File: src/rtl/vga_pkg.sv
// rtl/vga_pkg.sv - shared VGA timing constants, sync/blank bundle type and porch helpers
package vga_pkg;

    // 640x480 @ 60 Hz, 25.175 MHz pixel clock, negative syncs
    localparam int VGA640_H_SYNC   = 96;
    localparam int VGA640_H_BACK   = 48;
    localparam int VGA640_H_ACTIVE = 640;
    localparam int VGA640_H_FRONT  = 16;
    localparam int VGA640_V_SYNC   = 2;
    localparam int VGA640_V_BACK   = 33;
    localparam int VGA640_V_ACTIVE = 480;
    localparam int VGA640_V_FRONT  = 10;
    localparam int VGA640_HS_POL   = 0;
    localparam int VGA640_VS_POL   = 0;

    // 800x600 @ 60 Hz, 40 MHz pixel clock, positive syncs
    localparam int VGA800_H_SYNC   = 128;
    localparam int VGA800_H_BACK   = 88;
    localparam int VGA800_H_ACTIVE = 800;
    localparam int VGA800_H_FRONT  = 40;
    localparam int VGA800_V_SYNC   = 4;
    localparam int VGA800_V_BACK   = 23;
    localparam int VGA800_V_ACTIVE = 600;
    localparam int VGA800_V_FRONT  = 1;
    localparam int VGA800_HS_POL   = 1;
    localparam int VGA800_VS_POL   = 1;

    // Raw (undelayed) or delayed control bundle; all-zero means no sync, blanked
    typedef struct packed {
        logic hs;
        logic vs;
        logic active;
    } vga_ctrl_t;

    // Ticks (or lines) in one complete period of a dimension
    function automatic int vga_total(input int sync, input int back, input int active, input int front);
        return sync + back + active + front;
    endfunction

    // Counter value of the first visible column (or row)
    function automatic int vga_active_start(input int sync, input int back);
        return sync + back;
    endfunction

endpackage

File: src/rtl/vga_delay_line.sv
// rtl/vga_delay_line.sv - enabled shift register with synchronous clear, zero depth is a wire
module vga_delay_line #(
    parameter int WIDTH = 3,
    parameter int DEPTH = 0
) (
    input  logic             clk,
    input  logic             rst,
    input  logic             en,
    input  logic [WIDTH-1:0] din,
    output logic [WIDTH-1:0] dout
);

    if (DEPTH == 0) begin : g_bypass
        // No stages: the clock side is intentionally left idle
        logic unused_ctrl;
        assign unused_ctrl = ^{clk, rst, en};
        assign dout = din;
    end else begin : g_pipe
        logic [DEPTH-1:0][WIDTH-1:0] stage_q;
        logic [DEPTH-1:0][WIDTH-1:0] stage_d;

        // Shift one stage per enabled tick, otherwise hold
        always_comb begin
            stage_d = stage_q;
            if (en) begin
                stage_d[0] = din;
                for (int i = 1; i < DEPTH; i++) begin
                    stage_d[i] = stage_q[i-1];
                end
            end
        end

        // Clear to all-zero (inactive sync, blanked) on reset
        always_ff @(posedge clk) begin
            if (rst) begin
                stage_q <= '0;
            end else begin
                stage_q <= stage_d;
            end
        end

        assign dout = stage_q[DEPTH-1];
    end

endmodule

File: src/rtl/vga_timing_gen.sv
// rtl/vga_timing_gen.sv - parametrised VGA timing and pixel stage; VGA_TEST_PATTERN_EN adds colour bars
module vga_timing_gen
    import vga_pkg::*;
#(
    parameter int H_SYNC   = VGA640_H_SYNC,
    parameter int H_BACK   = VGA640_H_BACK,
    parameter int H_ACTIVE = VGA640_H_ACTIVE,
    parameter int H_FRONT  = VGA640_H_FRONT,
    parameter int V_SYNC   = VGA640_V_SYNC,
    parameter int V_BACK   = VGA640_V_BACK,
    parameter int V_ACTIVE = VGA640_V_ACTIVE,
    parameter int V_FRONT  = VGA640_V_FRONT,
    parameter int HS_POL   = VGA640_HS_POL,
    parameter int VS_POL   = VGA640_VS_POL,
    parameter int RD_LAT   = 0,
    parameter int COLOR_W  = 4,
    localparam int COL_W   = $clog2(H_ACTIVE),
    localparam int ROW_W   = $clog2(V_ACTIVE)
) (
    input  logic                 clk,
    input  logic                 rst,
    input  logic                 en,
`ifdef VGA_TEST_PATTERN_EN
    input  logic                 test_en,
`endif
    input  logic [3*COLOR_W-1:0] data,
    output logic                 read,
    output logic [ROW_W-1:0]     row,
    output logic [COL_W-1:0]     column,
    output logic                 hsync,
    output logic                 vsync,
    output logic [COLOR_W-1:0]   r,
    output logic [COLOR_W-1:0]   g,
    output logic [COLOR_W-1:0]   b,
    output logic                 vblank,
    output logic                 frame_start
);

    localparam int H_TOTAL = vga_total(H_SYNC, H_BACK, H_ACTIVE, H_FRONT);
    localparam int V_TOTAL = vga_total(V_SYNC, V_BACK, V_ACTIVE, V_FRONT);
    localparam int HC_W    = $clog2(H_TOTAL);
    localparam int VC_W    = $clog2(V_TOTAL);

    localparam logic [HC_W-1:0] H_LAST     = HC_W'(H_TOTAL - 1);
    localparam logic [HC_W-1:0] H_SYNC_END = HC_W'(H_SYNC);
    localparam logic [HC_W-1:0] H_START    = HC_W'(vga_active_start(H_SYNC, H_BACK));
    localparam logic [HC_W-1:0] H_ACT_LEN  = HC_W'(H_ACTIVE);
    localparam logic [VC_W-1:0] V_LAST     = VC_W'(V_TOTAL - 1);
    localparam logic [VC_W-1:0] V_SYNC_END = VC_W'(V_SYNC);
    localparam logic [VC_W-1:0] V_START    = VC_W'(vga_active_start(V_SYNC, V_BACK));
    localparam logic [VC_W-1:0] V_ACT_LEN  = VC_W'(V_ACTIVE);
    localparam logic            HS_LVL     = (HS_POL != 0);
    localparam logic            VS_LVL     = (VS_POL != 0);

    logic [HC_W-1:0] h_cnt_q, h_cnt_d;
    logic [VC_W-1:0] v_cnt_q, v_cnt_d;

    // Advance the raster position one pixel per enabled tick, line on h wrap
    always_comb begin
        h_cnt_d = h_cnt_q;
        v_cnt_d = v_cnt_q;
        if (en) begin
            if (h_cnt_q == H_LAST) begin
                h_cnt_d = '0;
                if (v_cnt_q == V_LAST) begin
                    v_cnt_d = '0;
                end else begin
                    v_cnt_d = v_cnt_q + 1'b1;
                end
            end else begin
                h_cnt_d = h_cnt_q + 1'b1;
            end
        end
    end

    // Raster position registers; reset restarts at the top of the sync pulse
    always_ff @(posedge clk) begin
        if (rst) begin
            h_cnt_q <= '0;
            v_cnt_q <= '0;
        end else begin
            h_cnt_q <= h_cnt_d;
            v_cnt_q <= v_cnt_d;
        end
    end

    // Offsets from the active start; the unsigned compare rejects both porches
    logic [HC_W-1:0] h_rel;
    logic [VC_W-1:0] v_rel;
    logic            h_act;
    logic            v_act;
    vga_ctrl_t       raw_ctrl;

    assign h_rel = h_cnt_q - H_START;
    assign v_rel = v_cnt_q - V_START;
    assign h_act = (h_cnt_q >= H_START) && (h_rel < H_ACT_LEN);
    assign v_act = (v_cnt_q >= V_START) && (v_rel < V_ACT_LEN);

    assign raw_ctrl.hs     = (h_cnt_q < H_SYNC_END);
    assign raw_ctrl.vs     = (v_cnt_q < V_SYNC_END);
    assign raw_ctrl.active = h_act && v_act;

    assign read        = raw_ctrl.active;
    assign column      = h_rel[COL_W-1:0];
    assign row         = v_rel[ROW_W-1:0];
    assign vblank      = ~v_act;
    assign frame_start = en && (h_cnt_q == H_START) && (v_cnt_q == V_START);

    // Sync and blank ride alongside the framebuffer read so they meet its data
`ifdef VGA_TEST_PATTERN_EN
    localparam int DL_W = 3 + COL_W;
    logic [DL_W-1:0] dl_in;
    assign dl_in = {raw_ctrl, column};
`else
    localparam int DL_W = 3;
    logic [DL_W-1:0] dl_in;
    assign dl_in = raw_ctrl;
`endif

    logic [DL_W-1:0] dl_out;
    vga_ctrl_t       dl_ctrl;

    vga_delay_line #(
        .WIDTH (DL_W),
        .DEPTH (RD_LAT)
    ) u_delay (
        .clk  (clk),
        .rst  (rst),
        .en   (en),
        .din  (dl_in),
        .dout (dl_out)
    );

    assign dl_ctrl = vga_ctrl_t'(dl_out[DL_W-1 -: 3]);

`ifdef VGA_TEST_PATTERN_EN
    // Eight equal-width bars indexed by the delayed column
    localparam int BAR_W = H_ACTIVE / 8;
    logic [COL_W-1:0] dl_col;
    logic [COL_W-1:0] bar_idx;
    assign dl_col  = dl_out[COL_W-1:0];
    assign bar_idx = dl_col / COL_W'(BAR_W);
`endif

    logic [3*COLOR_W-1:0] pix;

    // Pixel mux: framebuffer data (or bars) while visible, black while blanked
    always_comb begin
        pix = '0;
        if (dl_ctrl.active) begin
            pix = data;
`ifdef VGA_TEST_PATTERN_EN
            if (test_en) begin
                pix = {{COLOR_W{bar_idx[2]}}, {COLOR_W{bar_idx[1]}}, {COLOR_W{bar_idx[0]}}};
            end
`endif
        end
    end

    assign r     = pix[3*COLOR_W-1 -: COLOR_W];
    assign g     = pix[2*COLOR_W-1 -: COLOR_W];
    assign b     = pix[COLOR_W-1:0];
    assign hsync = dl_ctrl.hs ? HS_LVL : ~HS_LVL;
    assign vsync = dl_ctrl.vs ? VS_LVL : ~VS_LVL;

endmodule

File: config.mk
export PLATFORM = sky130hd
export DESIGN_NAME = vga_timing_gen
export DESIGN_NICKNAME = d
export VERILOG_FILES = /design/src/rtl/vga_pkg.sv /design/src/rtl/vga_delay_line.sv /design/src/rtl/vga_timing_gen.sv
export SDC_FILE = /design/constraint.sdc
export NUM_CORES = 1
export LEC_CHECK = 0
export BUFFER_PORTS_ARGS = -buffer_cell sky130_fd_sc_hd__buf_2
export CAP_MARGIN = 10
export CORE_MARGIN = 3
export CORE_UTILIZATION = 29
export CTS_CLUSTER_SIZE = 40
export DETAILED_ROUTE_END_ITERATION = 10
export PLACE_DENSITY = 0.61
export REMOVE_ABC_BUFFERS = 1
export SLEW_MARGIN = 25
export SYNTH_ARGS = -nofsm -noshare
export SYNTH_HDL_FRONTEND = slang
export SYNTH_SLANG_ARGS = --single-unit
export TNS_END_PERCENT = 50
File: constraint.sdc
create_clock -name clk -period 2.1 [get_ports clk]
set_input_delay 0 -clock clk [delete_from_list [all_inputs] [get_ports clk]]
set_output_delay 0 -clock clk [all_outputs]
set_load 0.02 [all_outputs]
; ---- Word level (Yosys, flattened, before mapping)
; Cells that the tools add are included.
[op_classes]
addsub = 4
n_lt_le_gt_ge = 6
eq_ne = 4
n_mux = 5
bitwise = 1
reduce_logical = 6
[ops]
columns = op, count
row1 = "adder 10 x 1 -> 10 bit, second input constant", 2
row2 = "== test 10 bit, second input constant", 2
row3 = 2-to-1 mux 10 bit, 2
row4 = 2-to-1 mux 12 bit, 1
row5 = "== test 10 x 6 -> 1 bit, second input constant", 1
row6 = "== test 10 x 8 -> 1 bit, second input constant", 1
row7 = "greater-or-equal comparator 10 x 6 -> 1 bit, second input constant", 1
row8 = "greater-or-equal comparator 10 x 8 -> 1 bit, second input constant", 1
row9 = "< comparator 10 bit, second input constant", 1
row10 = "< comparator 10 x 2 -> 1 bit, second input constant", 1
row11 = "< comparator 10 x 7 -> 1 bit, second input constant", 1
row12 = "< comparator 10 x 9 -> 1 bit, second input constant", 1
row13 = "subtractor 10 x 6 -> 10 bit, second input constant", 1
row14 = "subtractor 10 x 8 -> 10 bit, second input constant", 1
row15 = logical AND 1 bit, 5
row16 = 2-to-1 mux 1 bit, 2
row17 = AND reduction 2 bit, 1
row18 = NOT 1 bit, 1
[totals]
ff_bits = 20
wordCells = 28

; ---- Longest topological paths before layout
; Gate-level depths: netlist (run 1).
[logic_depth]
word_depth = 5
mapped_depth = 7

; ---- Modules after synthesis
; A second synthesis (run 1) with hierarchy kept.
[hier_totals]
cells_unflattened = 209
hier_area_um2 = 1577.8
[modules_own_cells]
columns = module, instances, cells_each, area_per_inst_um2, seq_area_each_um2
row1 = vga_timing_gen, 1, 206, 1555.2, 400.4
row2 = vga_delay_line, 1, 3, 22.5, 0.0

; ---- Least setup slack after synthesis (run 1)
; Ideal clock, no wire load.
[synth_path]
path_type = reg2out
from = register v_cnt_q[1]
to = output port b[3]
arrival_ps = 2117
t_required_ps = 2100
slack_ps = -17
stages_incl_launch_ff = 8
n_path_buf = 2
cell_sequence = dfxtp_1 > ha_1 > buf_2 > o41ai_4 > or2_2 > a21o_1 > buf_2 > a211oi_1
[synth_via]
elab_chain_cells = 5
[synth_rtl]
columns = item, line_no
row1 = "start, declared", vga_timing_gen.sv:56  ; logic [VC_W-1:0] v_cnt_q, v_cnt_d;
row2 = "start signal, assigned", vga_timing_gen.sv:83  ; v_cnt_q <= v_cnt_d;
row3 = subtractor 10 x 6 -> 10 bit, vga_timing_gen.sv:95  ; assign v_rel = v_cnt_q - V_START;
row4 = < comparator 10 x 9 -> 1 bit, vga_timing_gen.sv:97  ; assign v_act = (v_cnt_q >= V_START) && (v_rel < V_ACT_LEN);
row5 = logical AND 1 bit *, vga_timing_gen.sv:97
row6 = logical AND 1 bit *, vga_timing_gen.sv:101  ; assign raw_ctrl.active = h_act && v_act;
row7 = 2-to-1 mux 12 bit *, vga_timing_gen.sv:150  ; if (dl_ctrl.active) begin
row8 = "end, declared", vga_timing_gen.sv:34  ; output logic [COLOR_W-1:0] b,
; Mark *: on every way between the ends. The rest lies on a longest branch, timed or not.

; ---- Worst setup path after layout (run 1)
[layout_path]
from = register h_cnt_q[4]
to = output port r[0]
[layout_via]
elab_chain_cells = 5
[layout_rtl]
columns = item, line_no
row1 = "start, declared", vga_timing_gen.sv:55  ; logic [HC_W-1:0] h_cnt_q, h_cnt_d;
row2 = "start signal, assigned", vga_timing_gen.sv:82  ; h_cnt_q <= h_cnt_d;
row3 = subtractor 10 x 8 -> 10 bit, vga_timing_gen.sv:94  ; assign h_rel = h_cnt_q - H_START;
row4 = < comparator 10 bit, vga_timing_gen.sv:96  ; assign h_act = (h_cnt_q >= H_START) && (h_rel < H_ACT_LEN);
row5 = logical AND 1 bit *, vga_timing_gen.sv:96
row6 = logical AND 1 bit *, vga_timing_gen.sv:101
row7 = 2-to-1 mux 12 bit *, vga_timing_gen.sv:150
row8 = "end, declared", vga_timing_gen.sv:32  ; output logic [COLOR_W-1:0] r,
; Marks and branches as above.

==> results of run 1 <==
## power by group through the flow
stage | logic (mW) | registers (mW) | clock network, mW
2_1_floorplan | 0.0155 | 0.402 | 0
6_report | 0.0570 | 0.389 | 0.390
3_3_place_gp | 0.0536 | 0.396 | 0
4_1_cts | 0.0539 | 0.389 | 0.397
5_1_grt | 0.0642 | 0.389 | 0.409
3_5_place_dp | 0.0541 | 0.396 | 0
## kinds of logic after synthesis
family	after synthesis
xor gates and xnor gates	20
muxes	2
and+or+nand+nor	92
AOI/OAI and AO/OA	41
buffers and inverters	31
DFF	20
adders and majority gates	7
## what timing repair did
item | in CTS | in global routing
resized for setup | 9 | 23
buffers inserted | 1 | 4
setup endpoints to repair | 13 | 18
endpoints found under the hold margin | 3 | 0
gates cloned | 1 | 0
hold buffers | 1 | 0
pin swaps | 3 | 3
## routing by layer
layer | global-route usage | routed length (um) | part of all wire | vias up
met3 | 0.01096 | 249 | 0.054 | 6
met4 | 0.02990 | 51 | 0.011 | 0
met1 | 0.1708 | 2162 | 0.47 | 794
li1 | - | - | - | 867
met2 | 0.2270 | 2165 | 0.47 | 52
met5 | 0 | 0 | 0 | -
## critical path, stage by stage (launching register included)
cell      delay (ns)
dfxtp_2         0.33
buf_4           0.15
inv_2           0.08
ha_4            0.15
nand2b_4        0.07
or3_4           0.38
a31oi_4         0.23
buf_6           0.16
a211oi_1        0.05
buf_2           0.17
## final cells by class
cell class                 count  area share
tap                           72     0.03987
sequential                    20      0.1827
multi-input combinational    162      0.5305
inverter                       9     0.01495
clock buffer                   3     0.01827
clock inverter                 1     0.01329
timing repair buffer          75      0.2004
## layout by cell type (no fill, tap or decap), types with 5 or more instances in the layout
cell / n
buf_2: 48
buf_4: 24
nand3_1: 18
nor2_1: 16
nand2_1: 15
dfxtp_1: 14
xor2_1: 11
a21oi_1: 10
a211oi_1: 10
xnor2_1: 9
or3_1: 8
inv_1: 7
nand4_1: 7
o21ai_0: 5
## worst min-delay path by stage
| stage | to | slack [ns] | start | cells after the start |
|---|---|---|---|---|
| floorplan | v_cnt_q[1]$_SDFFE_PP0P_ | 0.07 | rst | 1 |
| global placement | h_cnt_q[2]$_SDFFE_PP0P_ | 0.27 | rst | 2 |
| detailed placement | h_cnt_q[2]$_SDFFE_PP0P_ | 0.27 | rst | 2 |
| CTS | h_cnt_q[0]$_SDFFE_PP0P_ | 0.10 | en | 3 |
| global route | h_cnt_q[0]$_SDFFE_PP0P_ | 0.14 | en | 3 |
| finish | h_cnt_q[0]$_SDFFE_PP0P_ | 0.11 | en | 3 |
## metrics by stage
step                power [mW]  instance area (sq um)
floorplan               0.4175                   1544
global placement        0.4492                   2027
detailed placement      0.4502                   2027
CTS                     0.8402                   2147
global route            0.8631                   2260
finish                  0.8356                   2260
## flip-flops by register name, summed over array words and instances (netlist names)
register,flops
h_cnt_q,10
v_cnt_q,10
==> results.md, run 1 <==
* Initial Util at 0.3015
* Synth cell count leaders: dfxtp_1 (20), nand3_1 (18), nor2_1 (16), nand2_1 (15), a211oi_1 (13)
* Largest family of logic cells by synthesized area: simple AND/OR/NAND/NOR gates
* Starting DRC count in detailed routing at 51
* Simple-Gate Fraction of Synth Area at 0.3071
* Combinational power share at 0.068
* FMAX at 0.4936 GHz
* Critical path class: flip-flop to output pin
* Routed WL at 4627 um
* Ports at 51
* Vias at 1719
* Die Ht at 81.90 um
* DR DRC count at 0
* Max-cap viol count at 0
* Maximum VDD drop at 0.2502 mV
* Fillers at 577
* Placed cells at 332
* RR Endpoint: v_cnt_q[9]$_SDFFE_PP0P_
* Crit path from: h_cnt_q[4]$_SDFFE_PP0P_
* Status: completed
* Via/cell ratio at 5.026
* Clk root buf: clkbuf_8
* Post-synthesis compound-gate area fraction at 0.1873
* Placement Setup Slack at 0.1817 ns
* Final setup vio count at 0
* Max FO, Critical Path at 6
* DR WL/cell at 13.53 um
* Clk pin slew, worst setup/hold paths at 0.08 ns
* P_sw at 169.3 uW
* First-pass GRT wire length at 6989 um
* Drt first pass iters at 5
* Deepest clock path buffer count at 2
* Synth Area in XOR/XNOR at 0.1049
* Pwr dens at 369.8 nW/um^2
* RSZ-0062 raised after global routing: yes
* Tightest Hold Check Type: primary input to flip-flop
* Num rows at 27
* Period Utilization, post-route at 0.9648
* FF+latch count, synth at 20
* Crit end category: output pin
* P&R area growth vs syn at 35.28%
* Data required, critical path at 2.10 ns
* Count leader, synth: dfxtp_1
* Internal at 666.3 uW
* Core ar. at 5540 sq um
* Layout cells sized above 1 at 0.3926
* Ys flop type: dfxtp_1
* Slew HR at 0.7385
* Sequential power share at 0.465
* Post-Syn Instances at 213
* Final hold violations at 0
* Post-synthesis area per instance at 7.842 sq um
* Register area at 412.9 sq um
* Critical Path Sink: r[0]
* Antenna-violating nets left at 0
* Largest net degree at the start of global routing at 15
* CTS tree: done
* Die Wd at 81.90 um
* Post-Synth Adder-Cell Area at 0.05243
* Layout Utilization at 0.4079
* Reg2Reg Setup Slack at 0.10 ns
* Crit path time final at 2.026 ns
* GPL Wtd Cong at 0.8059
* Synth area leader: dfxtp_1
* Switching part of the total at 0.2026
* P_leak at 0.9051 nW
* Sink Count at 20
* Gr ovfl total at 0
* Final worst slack at 0.07390 ns
* Max Slew Vio Count at 0
* Top-area cell type share of the netlist area at 0.2397
* Setup Skew at 0.007493 ns
* Vias in the first global route at 1508
* Antenna cells at 0
* Mux cell area share after synthesis at 0.01273
* CTS HTree Levels at 1
* Critical path arrival at 2.03 ns
* Nets at 293
* CTS Buf Count at 3
* Worst Reg-to-Reg Cells at 6
* Clock Power Share at 0.467
* Clock Latency Late Sink at 0.26 ns
* FF-to-FF Start: h_cnt_q[0]$_SDFFE_PP0P_
* Setup TNS Final at 0 ns
* Worst-Margin Slew at 0.3893 ns
* Die ar. at 6707 sq um
* FFs w/ async S/R, synth at 0
* Startpoint types: flip-flop
* Area taken by multi-input logic gates at 1199 sq um
* EDFF count, synth at 0
* Cells taking the most area after synthesis: dfxtp_1 (24%), a211oi_1 (5.8%), xor2_1 (5.8%), nand3_1 (5.4%), ha_1 (5.2%)
* Hold_ws at 0.1059 ns
* Post-DP HPWL at 3387 um
* Total track usage at 0.1295
* Sequential area share after synthesis at 0.2397
* Port Buf Inserts at 50
* Cell area after synthesis at 1670 sq um
* Post-synth cell types at 48
* Final Non-Filler Cells at 342
* Initial antenna violation count at 0
* Ys Warns at 0
Power figures use the tool's default switching activity.
==> inputs of run 2 (changes only) <==
--- a/config.mk
+++ b/config.mk
@@ -11,7 +11,7 @@
 export CORE_UTILIZATION = 29
 export CTS_CLUSTER_SIZE = 40
 export DETAILED_ROUTE_END_ITERATION = 10
-export PLACE_DENSITY = 0.61
+export PLACE_DENSITY_LB_ADDON = 0.1
 export REMOVE_ABC_BUFFERS = 1
 export SLEW_MARGIN = 25
 export SYNTH_ARGS = -nofsm -noshare
==> constraint.sdc (replaced) <==
create_clock -name clk -period 2.1 [get_ports clk]
set_input_delay 0.21 -clock clk [delete_from_list [all_inputs] [get_ports clk]]
set_output_delay 0.21 -clock clk [all_outputs]
set_load 0.02 [all_outputs]
==> results.md, run 2 (synthesis results as in run 1) <==
* Crit path from: v_cnt_q[2]$_SDFFE_PP0P_ (was h_cnt_q[4]$_SDFFE_PP0P_)
* Failing checks: setup timing
* Slowest stage delay, CP at 0.38 ns (about the same)
* Grt met3 use at 0.01864 (was 0.01096)
* P_sw at 170.8 uW (was 169.3 uW)
* Dpl cell area at 2100 sq um (was 2027 sq um)
* Crit path cell chain: o41ai_4 > buf_4 > o21bai_1 > a21o_1 > buf_12 > a211oi_2 > buf_4 (was buf_4 > inv_2 > ha_4 > nand2b_4 > or3_4 > a31oi_4 > buf_6 > a211oi_1 > buf_2)
* Clk pin slew, worst setup/hold paths at 0.08 ns (about the same)
* Pwr dens at 303.4 nW/um^2 (was 369.8 nW/um^2)
* Clock Latency Late Sink at 0.26 ns (about the same)
* Die Wd at 81.90 um (unchanged)
* Routed WL at 4809 um (was 4627 um)
* Sequential power share at 0.513 (was 0.465)
* Commonest non-fill, non-tap cell in the layout: buf_4 (was buf_2)
* Layout cells sized above 1 at 0.4774 (was 0.3926)
* Switching part of the total at 0.2274 (was 0.2026)
* Die ar. at 6707 sq um (unchanged)
* GPL Wtd Cong at 0.7510 (was 0.8059)
* DR WL/cell at 13.40 um (was 13.53 um)
* Final worst slack at -0.1039 ns (was 0.07390 ns)
* Critical path arrival at 1.99 ns (was 2.03 ns)
* Fillers at 566 (was 577)
* Drt first pass iters at 4 (was 5)
* First-pass GRT wire length at 7521 um (was 6989 um)
* P&R area growth vs syn at 48.16% (was 35.28%)
* Via/cell ratio at 4.969 (was 5.026)
* Final hold violations at 0 (unchanged)
* Final Non-Filler Cells at 359 (was 342)
* Clock Power Share at 0.404 (was 0.467)
* Commonest cells after routing, fill and taps aside: buf_4 (50), buf_2 (35), nand3_1 (18) (was buf_2 (48), buf_4 (24), nand3_1 (18))
* Sink Count at 20 (unchanged)
* Largest net degree at the start of global routing at 15 (unchanged)
* Gr ovfl total at 0 (unchanged)
* Crit end category: output pin (unchanged)
* CTS tree: done (unchanged)
* Tightest Hold Check Type: primary input to flip-flop (unchanged)
* Worst-Margin Slew at 0.3712 ns (was 0.3893 ns)
* Period Utilization, post-route at 1.049 (was 0.9648)
* CTS HTree Levels at 1 (unchanged)
* Initial antenna violation count at 0 (unchanged)
* Hold Crit Start: rst (was en)
* Max-cap viol count at 0 (unchanged)
* Data required, critical path at 1.89 ns (was 2.10 ns)
* Initial Util at 0.3015 (unchanged)
* Slew HR at 0.7522 (was 0.7385)
* Internal at 580.1 uW (was 666.3 uW)
* DR DRC count at 0 (unchanged)
* Critical path class: flip-flop to output pin (unchanged)
* Worst Reg-to-Reg Cells at 6 (unchanged)
* Max FO, Critical Path at 14 (was 6)
* Vias in the first global route at 1566 (was 1508)
* Starting DRC count in detailed routing at 87 (was 51)
* CP delay by family, top: compound AO/OA/AOI/OAI gates (was buffers and inverters)
* Maximum VDD drop at 0.1595 mV (was 0.2502 mV)
* Crit path time final at 2.204 ns (was 2.026 ns)
* Total track usage at 0.1415 (was 0.1295)
* Top Usage Layer GRT: met2 (unchanged)
* Startpoint types: flip-flop (unchanged)
* Nets at 310 (was 293)
* Clk root buf: clkbuf_8 (unchanged)
* RSZ-0062 raised after global routing: yes (unchanged)
* GR Util met1 at 0.1950 (was 0.1708)
* Critical Path Slowest Stage Cell: dfxtp_4 (was or3_4)
* Deepest clock path buffer count at 2 (unchanged)
* Biggest regs: h_cnt_q (10), v_cnt_q (10) (unchanged)
* Status: complete, but fails checks (was completed)
* Antenna-violating nets left at 0 (unchanged)
* FF-to-FF Start: h_cnt_q[1]$_SDFFE_PP0P_ (was h_cnt_q[0]$_SDFFE_PP0P_)
* Max Slew Vio Count at 0 (unchanged)
* FMAX at 0.4538 GHz (was 0.4936 GHz)
* Antenna cells at 0 (unchanged)
* Final non-filler cell area at 2475 sq um (was 2260 sq um)
* Worst path bufs/invs at 3 (was 4)
* Num rows at 27 (unchanged)
* Die Ht at 81.90 um (unchanged)
* Setup Skew at 0.002576 ns (was 0.007493 ns)
* Port Buf Inserts at 50 (unchanged)
* M2 GR Usage at 0.2367 (was 0.2270)
* Combinational power share at 0.084 (was 0.068)
* Post-DP HPWL at 3452 um (was 3387 um)
* Ports at 51 (unchanged)
* Final setup vio count at 15 (was 0)
* Hold Buf Count CTS at 0 (was 1)
* Vias at 1784 (was 1719)
* CP most frequent cell: buf_4
* Hold depth at 2 (was 3)
* CTS Buf Count at 3 (unchanged)
* Crit path depth at 7 (was 9)
* P_leak at 0.9881 nW (was 0.9051 nW)
* Core ar. at 5540 sq um (unchanged)
* Placed cells at 340 (was 332)
run 2: cell count changes in the layout (fill, tap and decap cells not counted), moves of 3 or more:
cell	before	now
a211oi_2	3	13
buf_4	24	50
a211oi_1	10	0
dfxtp_1	14	11
dfxtp_2	4	8
buf_2	48	35
buf_6	2	6
run 2: worst paths after layout:
path | to | slack (ns)
setup / recovery | b[3] | -0.10
hold reg to reg | h_cnt_q[4]$_SDFFE_PP0P_ | 0.52
hold / removal | v_cnt_q[1]$_SDFFE_PP0P_ | 0.20
setup reg to reg | v_cnt_q[7]$_SDFFE_PP0P_ | 0.17
run 2: area by class of cell:
type	count	area, sq um	area share
tap	72	90.09	0.03640
inverter	9	36.28	0.01466
timing repair buffer	92	638.1	0.2578
multi-input combinational	162	1241	0.5015
clock buffer	4	55.05	0.02224
sequential	20	414.1	0.1673
run 2: layer usage:
layer  share of wire  wire length [um]  vias up
met4          0.0052                25        0
met3           0.056               271        2
met5               0                 0        -
met2            0.46              2190       57
met1            0.48              2321      824
li1                -                 -      901
run 2: worst register-to-register path, cell delays in order (launching register included):
cell and delay, ns:
dfxtp_2 0.33, buf_4 0.12, ha_1 0.20, nand4_2 0.15, or4_4 0.59, or3_1 0.32, a21oi_1 0.15
run 2: power groups by stage:
| stage | logic, mW | registers (mW) | clock network, mW |
|---|---|---|---|
| after floorplan | 0.0155 | 0.402 | 0 |
| final | 0.0629 | 0.385 | 0.303 |
| after CTS | 0.0632 | 0.385 | 0.314 |
| after global placement | 0.0555 | 0.396 | 0 |
| after detailed placement | 0.0545 | 0.397 | 0 |
| after global routing | 0.0698 | 0.386 | 0.331 |
run 2: timing repair:
action                     CTS  global route
setup endpoints to repair   14            15
pin swaps                    5            13
gates cloned                 1             1
resized for setup           43            21
buffers inserted             8             5
run 2: metrics by stage:
step | hold slack [ns] | setup slack (ns) | power (mW) | utilization | TNS (ns)
4_1_cts | 0.2020 | -0.07944 | 0.7626 | 0.4280 | -0.8377
5_1_grt | 0.2049 | -0.2187 | 0.7866 | 0.4467 | -2.902
6_report | 0.1962 | -0.1039 | 0.7508 | 0.4467 | -1.263
3_3_place_gp | 0.4834 | 0.1019 | 0.4518 | 0.3790 | 0
3_5_place_dp | 0.4833 | 0.1030 | 0.4511 | 0.3790 | 0
2_1_floorplan | 0.2791 | -0.2296 | 0.4175 | - | -2.959
